$ cat src/rtl/intr_pkg.sv
// ============================================================================
// Module   : intr_pkg
// Purpose  : Shared state encoding for the interrupt pulse arbiter.
// Revision : 1.0 - initial release
// ============================================================================
`default_nettype none

package intr_pkg;

  typedef enum logic [1:0] {
    ST_IDLE     = 2'd0,
    ST_PULSE    = 2'd1,
    ST_GAP      = 2'd2,
    ST_WAIT_ACK = 2'd3
  } intr_state_t;

endpackage

`default_nettype wire

$ cat src/rtl/intr_edge_chan.sv
// ============================================================================
// Module   : intr_edge_chan
// Purpose  : One request channel: rising-edge detect, pending and sticky
//            overflow flags. A new edge wins over a same-cycle grant clear.
// Revision : 1.0 - initial release
// ============================================================================
`default_nettype none

module intr_edge_chan
  import intr_pkg::*;
(
  input  logic CLK,
  input  logic RST_N,
  input  logic press,
  input  logic mask,
  input  logic clr,
  output logic pending,
  output logic overflow
);

  logic press_q, press_d;
  logic pending_q, pending_d;
  logic overflow_q, overflow_d;
  logic set_req;

  always_comb begin
    press_d    = press;
    set_req    = press & ~press_q & mask;
    pending_d  = pending_q;
    overflow_d = overflow_q;
    if (set_req) begin
      pending_d = 1'b1;
      // Only a genuinely lost event counts; an edge racing its own grant is kept.
      if (pending_q && !clr) overflow_d = 1'b1;
    end else if (clr) begin
      pending_d = 1'b0;
    end
  end

  always_ff @(posedge CLK) begin
    if (!RST_N) begin
      press_q    <= 1'b0;
      pending_q  <= 1'b0;
      overflow_q <= 1'b0;
    end else begin
      press_q    <= press_d;
      pending_q  <= pending_d;
      overflow_q <= overflow_d;
    end
  end

  assign pending  = pending_q;
  assign overflow = overflow_q;

endmodule

`default_nettype wire

$ cat src/rtl/intr_pulse_arbiter.sv
// ============================================================================
// Module   : intr_pulse_arbiter
// Purpose  : Fixed-priority arbiter turning latched request edges into
//            PULSE_LEN-cycle interrupt pulses tagged with a channel ID.
// Revision : 1.0 - initial release
// ============================================================================
`default_nettype none

module intr_pulse_arbiter
  import intr_pkg::*;
#(
  parameter int NUM_CH    = 4,
  parameter int PULSE_LEN = 6,
  parameter int ACK_MODE  = 0,
  parameter int ID_W      = ($clog2(NUM_CH) > 0) ? $clog2(NUM_CH) : 1
) (
  input  logic              CLK,
  input  logic              RST_N,
  input  logic [NUM_CH-1:0] press,
  input  logic [NUM_CH-1:0] mask,
  input  logic              intr_ack,
  output logic              interrupt,
  output logic [ID_W-1:0]   intr_id,
  output logic [NUM_CH-1:0] pending,
  output logic [NUM_CH-1:0] overflow
);

  localparam int                CNT_W    = $clog2(PULSE_LEN + 1);
  localparam logic [CNT_W-1:0]  CNT_LOAD = CNT_W'(PULSE_LEN - 1);

  intr_state_t       state_q, state_d;
  logic [CNT_W-1:0]  cnt_q, cnt_d;
  logic [ID_W-1:0]   id_q, id_d;
  logic              interrupt_q, interrupt_d;

  logic [NUM_CH-1:0] eligible;
  logic [NUM_CH-1:0] clr;
  logic              grant_vld;
  logic [ID_W-1:0]   grant_idx;

  for (genvar i = 0; i < NUM_CH; i++) begin : g_chan
    intr_edge_chan u_chan (
      .CLK      (CLK),
      .RST_N    (RST_N),
      .press    (press[i]),
      .mask     (mask[i]),
      .clr      (clr[i]),
      .pending  (pending[i]),
      .overflow (overflow[i])
    );
  end

  assign eligible = pending & mask;

  // Scan from the top so the lowest eligible index is the last one written.
  always_comb begin
    grant_vld = 1'b0;
    grant_idx = '0;
    for (int i = NUM_CH - 1; i >= 0; i--) begin
      if (eligible[i]) begin
        grant_vld = 1'b1;
        grant_idx = ID_W'(i);
      end
    end
  end

  always_comb begin
    state_d = state_q;
    cnt_d   = cnt_q;
    id_d    = id_q;
    clr     = '0;
    case (state_q)
      ST_IDLE: begin
        if (grant_vld) begin
          state_d = ST_PULSE;
          cnt_d   = CNT_LOAD;
          id_d    = grant_idx;
          clr     = NUM_CH'(1) << grant_idx;
        end
      end
      ST_PULSE: begin
        if (cnt_q == '0) state_d = (ACK_MODE != 0) ? ST_WAIT_ACK : ST_GAP;
        else             cnt_d   = cnt_q - CNT_W'(1);
      end
      ST_GAP:      state_d = ST_IDLE;
      ST_WAIT_ACK: if (intr_ack) state_d = ST_IDLE;
      default:     state_d = ST_IDLE;
    endcase
    interrupt_d = (state_d == ST_PULSE);
  end

  always_ff @(posedge CLK) begin
    if (!RST_N) begin
      state_q     <= ST_IDLE;
      cnt_q       <= '0;
      id_q        <= '0;
      interrupt_q <= 1'b0;
    end else begin
      state_q     <= state_d;
      cnt_q       <= cnt_d;
      id_q        <= id_d;
      interrupt_q <= interrupt_d;
    end
  end

  assign interrupt = interrupt_q;
  assign intr_id   = id_q;

endmodule

`default_nettype wire

$ cat config.mk
export PLATFORM = sky130hd
export DESIGN_NAME = intr_pulse_arbiter
export DESIGN_NICKNAME = d
export VERILOG_FILES = /design/src/rtl/intr_pkg.sv /design/src/rtl/intr_edge_chan.sv /design/src/rtl/intr_pulse_arbiter.sv
export SDC_FILE = /design/constraint.sdc
export NUM_CORES = 1
export LEC_CHECK = 0
export ABC_CLOCK_PERIOD_IN_PS = 1200
export BUFFER_PORTS_ARGS = -buffer_cell sky130_fd_sc_hd__buf_2
export CORE_UTILIZATION = 35
export DETAILED_ROUTE_END_ITERATION = 16
export SLEW_MARGIN = 20
export SYNTH_ARGS = -nofsm -noshare
export SYNTH_HDL_FRONTEND = slang
export SYNTH_SLANG_ARGS = --single-unit
$ cat constraint.sdc
create_clock -name CLK -period 1.2 [get_ports CLK]
set_input_delay 0.12 -clock CLK [delete_from_list [all_inputs] [get_ports CLK]]
set_output_delay 0.12 -clock CLK [all_outputs]
set_load 0.02 [all_outputs]
# == Word level (Yosys, flattened, before mapping) ==
# Cells that the tools add are included.
# word_totals
regBits,20
latch_bits,0
ram_bits,0
rom_bits,0
in_bits,11
output_inout_bits,11
wordCells,83
memories,0
# op_classes
n_addsub,1
multipliers,0
n_div,0
n_lt_le_gt_ge,0
n_eq_ne,6
n_shift,1
muxes,25
bitwise_logic,13
reduce_logical,21
# op_table
cell,n
2-bit 2-to-1 mux,7
1-bit 2-to-1 mux,12
2-bit AND reduction,5
2-bit nonzero test,5
1-bit bitwise AND,8
4-bit 2-to-1 mux,2
2-bit case mux with 4 select lines,1
3-bit 2-to-1 mux,2
3-bit case mux with 2 select lines,1
4-bit bitwise AND,1
2-bit by 1-bit == test with 1-bit output (second input constant),2
2-bit == test (second input constant),2
1-bit logical AND,4
1-bit zero test,4
2-bit inequality test (second input constant),2
1-bit inverter,4
1-bit by 2-bit << shifter with 4-bit output (first input constant),1
3-bit zero test,1
3-bit AND reduction,1
3-bit by 1-bit subtractor with 3-bit output (second input constant),1
2-bit zero test,1

# == Longest topological paths before layout ==
# depth
word_depth,11
mapped_depth,6
depth_no_buf,6

# == By module ==
# Synthesis repeated with hierarchy kept, for this count alone.
# hier_totals
hier_cells,91
area_unflattened_um2,919.6
# by_module_without_submodules
mod,n_inst,cells_each,area_each_um2
intr_edge_chan,4,10,118.9
intr_pulse_arbiter,1,51,444.2

# == Worst setup path after synthesis ==
# OpenSTA, ideal clock, no wires.
# synth_timing
path_type,reg2reg
from,register cnt_q[0]
to,"register interrupt_q, in the netlist interrupt"
setup_time_ps,72
arrival_ps,1235
path_slack_ps,-108
stages_incl_launch_ff,7
cell_sequence,dfxtp_1 > inv_1 > ha_1 > nor3b_1 > a211oi_1 > nor2_2 > nor3b_2
# synth_via
elab_chain_cells,4
# synth_rtl
element,line,rtl
start: declaration,intr_pulse_arbiter.sv:32,"logic [CNT_W-1:0] cnt_q, cnt_d;"
start signal: assignment,intr_pulse_arbiter.sv:100,cnt_q <= cnt_d;
3-bit zero test,intr_pulse_arbiter.sv:82,if (cnt_q == '0) state_d = (ACK_MODE != 0) ? ST_WAIT_ACK : ST_GAP;
2-bit 2-to-1 mux,intr_pulse_arbiter.sv:82,
2-bit case mux with 4 select lines,intr_pulse_arbiter.sv:72,case (state_q)
2-bit by 1-bit == test with 1-bit output,intr_pulse_arbiter.sv:89,interrupt_d = (state_d == ST_PULSE);
end signal: assignment,intr_pulse_arbiter.sv:102,interrupt_q <= interrupt_d;
end: declaration,intr_pulse_arbiter.sv:34,"logic interrupt_q, interrupt_d;"
# Every way passes these cells.
# A chain may end at the register's enable or synchronous reset.

# == Worst setup path in the final report ==
# layout_timing
from,register cnt_q[0]
to,register cnt_q[2]
# layout_via
elab_chain_cells,3
word_cells_on_any_way,6
cone_classes,add/sub: 1; eq/ne: 1; mux: 2; reduce/logical: 2
# layout_rtl
element,line
3-bit by 1-bit subtractor with 3-bit output or 3-bit zero test (tied branches),"intr_pulse_arbiter.sv:83, intr_pulse_arbiter.sv:82"
3-bit 2-to-1 mux or 2-bit inequality test (tied branches),-
3-bit case mux with 2 select lines or 3-bit AND reduction (tied branches),-
# Parallel ways exist; a longest one is shown, timed or not. The select of a mux whose other input is x is not followed.

==> flow_metrics.py <==
metrics = {
    "clock_tree": {
        "clock_latency_ns": 0.29,
        "clkTransAtPathRegs_ns": 0.11,
        "cts_buffers": 3,
        "cts_tree": "built",
        "root_buffer": "clkbuf_4",
        "cts_buffer_depth": 2,
        "cts_hold_buf": 0,
        "cts_num_sinks": 20,
        "htree_levels": 1,
    },
    "floorplanning": {
        "boundaryPins": 22,
        "core_area_mm2": 0.00248,
        "die_y_um": 53.1,
        "start_util_pct": 36.9,
        "die_x_um": 53.1,
        "row_count": 18,
        "die_area_mm2": 0.00282,
    },
    "job": {
        "cap_violations": 0,
    },
    "yosys": {
        "synth_top_area_share_pct": 43.8,
        "yosys_warnings": 0,
        "synth_area_per_cell_um2": 9.04,
        "syn_area_um2": 913,
        "synth_cell_types": 30,
        "synthTopCellsByArea": "dfxtp_1 (44%), buf_4 (6.6%), nor2_1 (5.3%)",
        "syn_inst": 101,
        "synth_top_area_cell": "dfxtp_1",
        "yosysSeqAreaShare_pct": 43.8,
        "syn_nets": 114,
        "synth_seq_cells": 20,
    },
    "setup_path": {
        "cp.arrival_ns": 1.41,
        "cp-start-kind": "flop",
        "path_class": "reg -> reg",
        "worstSetupEndpointType": "flop",
        "cp.required_ns": 1.39,
        "path_max_fanout": 2,
    },
    "grt": {
        "grt_pass1_vias": 787,
        "track_usage_pct": 16.1,
        "grt.overflow.total": 0,
        "grt_max_degree": 11,
        "grt_pass1_wl_um": 3280,
        "antenna_found_initial": 0,
    },
    "sta": {
        "min_period_over_period_pct": 102,
        "rsz0062_at_grt": "yes",
        "finClkSkew_ns": 0.00773,
        "hold_violations": 0,
        "slew_headroom_pct": 80.0,
        "setup_tns_ns": -0.0529,
        "drv_slew": 0,
        "timing.fmax_mhz": 819,
        "fin_crit_ns": 1.22,
        "setup_viol": 3,
        "tightestPinTransition_ns": 0.299,
        "final.setup.worst_slack_ns": -0.0210,
    },
    "power_and_ir_drop": {
        "p_clk_share_pct": 21.4,
        "p_seq_share_pct": 50.8,
        "peakVddDrop_mv": 0.534,
        "finalPower_mw": 1.45,
        "p_sw_share_pct": 29.2,
        "p_int_mw": 1.03,
        "combPwrFrac_pct": 27.8,
        "powerDensity_mw_per_mm2": 1200,
        "power_switching_uw": 425,
        "leakagePower_nw": 0.561,
    },
    "layout": {
        "fillers": 251,
        "final_nets": 149,
        "area_growth_pct": 32.9,
        "post-route-util_pct": 49.0,
        "antennaDiodeCount": 0,
        "seqCellArea_um2": 408,
        "drive_above_1_share_pct": 47.8,
        "multi_input_area_um2": 473,
    },
    "detailed_routing": {
        "viasPerCell": 4.89,
        "wirelength_um": 2020,
        "dr.pass1.iters": 4,
        "detail-route-antenna-nets": 0,
        "vias": 802,
        "drc_errors": 0,
        "dr.first_iter.drc_count": 19,
        "detail_route.wl_per_cell_um": 12.3,
    },
    "place": {
        "gp_congestion": 0.798,
        "place_hpwl_um": 1440,
        "dp_slack_ns": -0.0759,
        "io_buffers": 21,
    },
    "run_status": {
        "failed_checks": "negative setup slack",
        "status": "finished with violations",
    },
    "hold_path": {
        "hp-class": "in -> reg",
    },
}
## power by group through the flow
stage	Clock, mW	Sequential (mW)	Combinational (mW)
2_1_floorplan	0	0.758	0.201
3_3_place_gp	0	0.745	0.312
3_5_place_dp	0	0.746	0.323
4_1_cts	0.319	0.736	0.362
5_1_grt	0.348	0.745	0.444
6_report	0.311	0.739	0.404
## area by class of cell
class | instances | area share (%)
sequential | 20 | 33.6
clock buffer | 3 | 1.86
multi-input combinational | 67 | 39.0
inverter | 4 | 1.44
timing repair buffer | 40 | 21.0
tap | 30 | 3.09
## worst max-delay path, cell delays in order, from the launching register on
cell,delay (ns)
dfxtp_2,0.36
inv_2,0.05
buf_4,0.12
ha_1,0.18
nand3b_1,0.09
nor3_1,0.05
o31a_1,0.27
## Yosys cell counts (all sizes together)
cell type and instances:
a31oi 4, or2 1, nor3 3, and2 5, o21ai 3, o41ai 1, dfxtp 20, nand2 12
nand3 2, ha 2, nand3b 3, inv 4, a21oi 5, buf 8, clkbuf 2, o31ai 1
o31a 1, a22oi 1, nor2b 2, nand4 2, a211oi 2, a32o 1, nor2 14, nor3b 2
## timing repair
item / 4_1_cts / 5_1_grt
gates resized for setup: 8 / 11
cloned: 0 / 0
setup endpoints to repair: 5 / 14
endpoints found under the hold margin: 0 / 0
pin swaps: 5 / 6
setup buffers: 5 / 4
## path summary, 6_finish.rpt
check,from,endpoint,slack (ns),cells after the start
worst max register to register,cnt_q[0]$_SDFFE_PN0P_,cnt_q[2]$_SDFFE_PN0P_,-0.02,6
worst min-delay path,press[1],g_chan[1].u_chan.press_q$_SDFF_PN0_,0.03,2
worst max-delay path,cnt_q[0]$_SDFFE_PN0P_,cnt_q[2]$_SDFFE_PN0P_,-0.02,6
worst min register to register,g_chan[1].u_chan.overflow$_SDFFE_PN0P_,g_chan[1].u_chan.overflow$_SDFFE_PN0P_,0.46,2
## layer usage
layer	vias to the layer above	GRT usage (%)	wire length, um
met5	-	0	0
met4	0	7.46	23
met3	4	2.01	67
met2	21	28.1	958
met1	367	19.4	965
li1	410	-	-
## layout by cell type, fill, tap and decap left out, types with 2 or more instances in the layout
master,count
a211oi_2,2
a21oi_1,5
a31oi_1,3
and2_1,5
buf_2,21
buf_4,17
buf_6,2
clkbuf_4,3
dfxtp_1,16
dfxtp_2,3
inv_1,2
nand2_1,11
nand3_1,2
nand3b_1,3
nand4_1,2
nor2_1,12
nor2_2,2
nor3b_2,2
o21ai_1,2
## registers in the layout, indices dropped and copies added (netlist names)
name / count
g_chan.u_chan.overflow: 4
g_chan.u_chan.pending: 4
g_chan.u_chan.press_q: 4
cnt_q: 3
intr_id: 2
state_q: 2
interrupt: 1
## through the flow
step	std cells	hold slack (ns)	instance area (um2)
2_1_floorplan	101	0.242	917
3_3_place_gp	152	0.336	1070
3_5_place_dp	152	0.342	1070
4_1_cts	160	0.0317	1160
5_1_grt	164	0.0418	1210
6_report	164	0.0309	1210
## cells by family (layout without fill, tap and decap cells)
group	Yosys count	in the layout	synth area share (%)
buf+inv	14	47	9.04
compound gates	19	19	17.1
flops	20	20	43.8
fa+ha+maj	2	2	2.74
simple gates	46	46	27.3
Note: power is estimated with default switching activity, not from simulation.
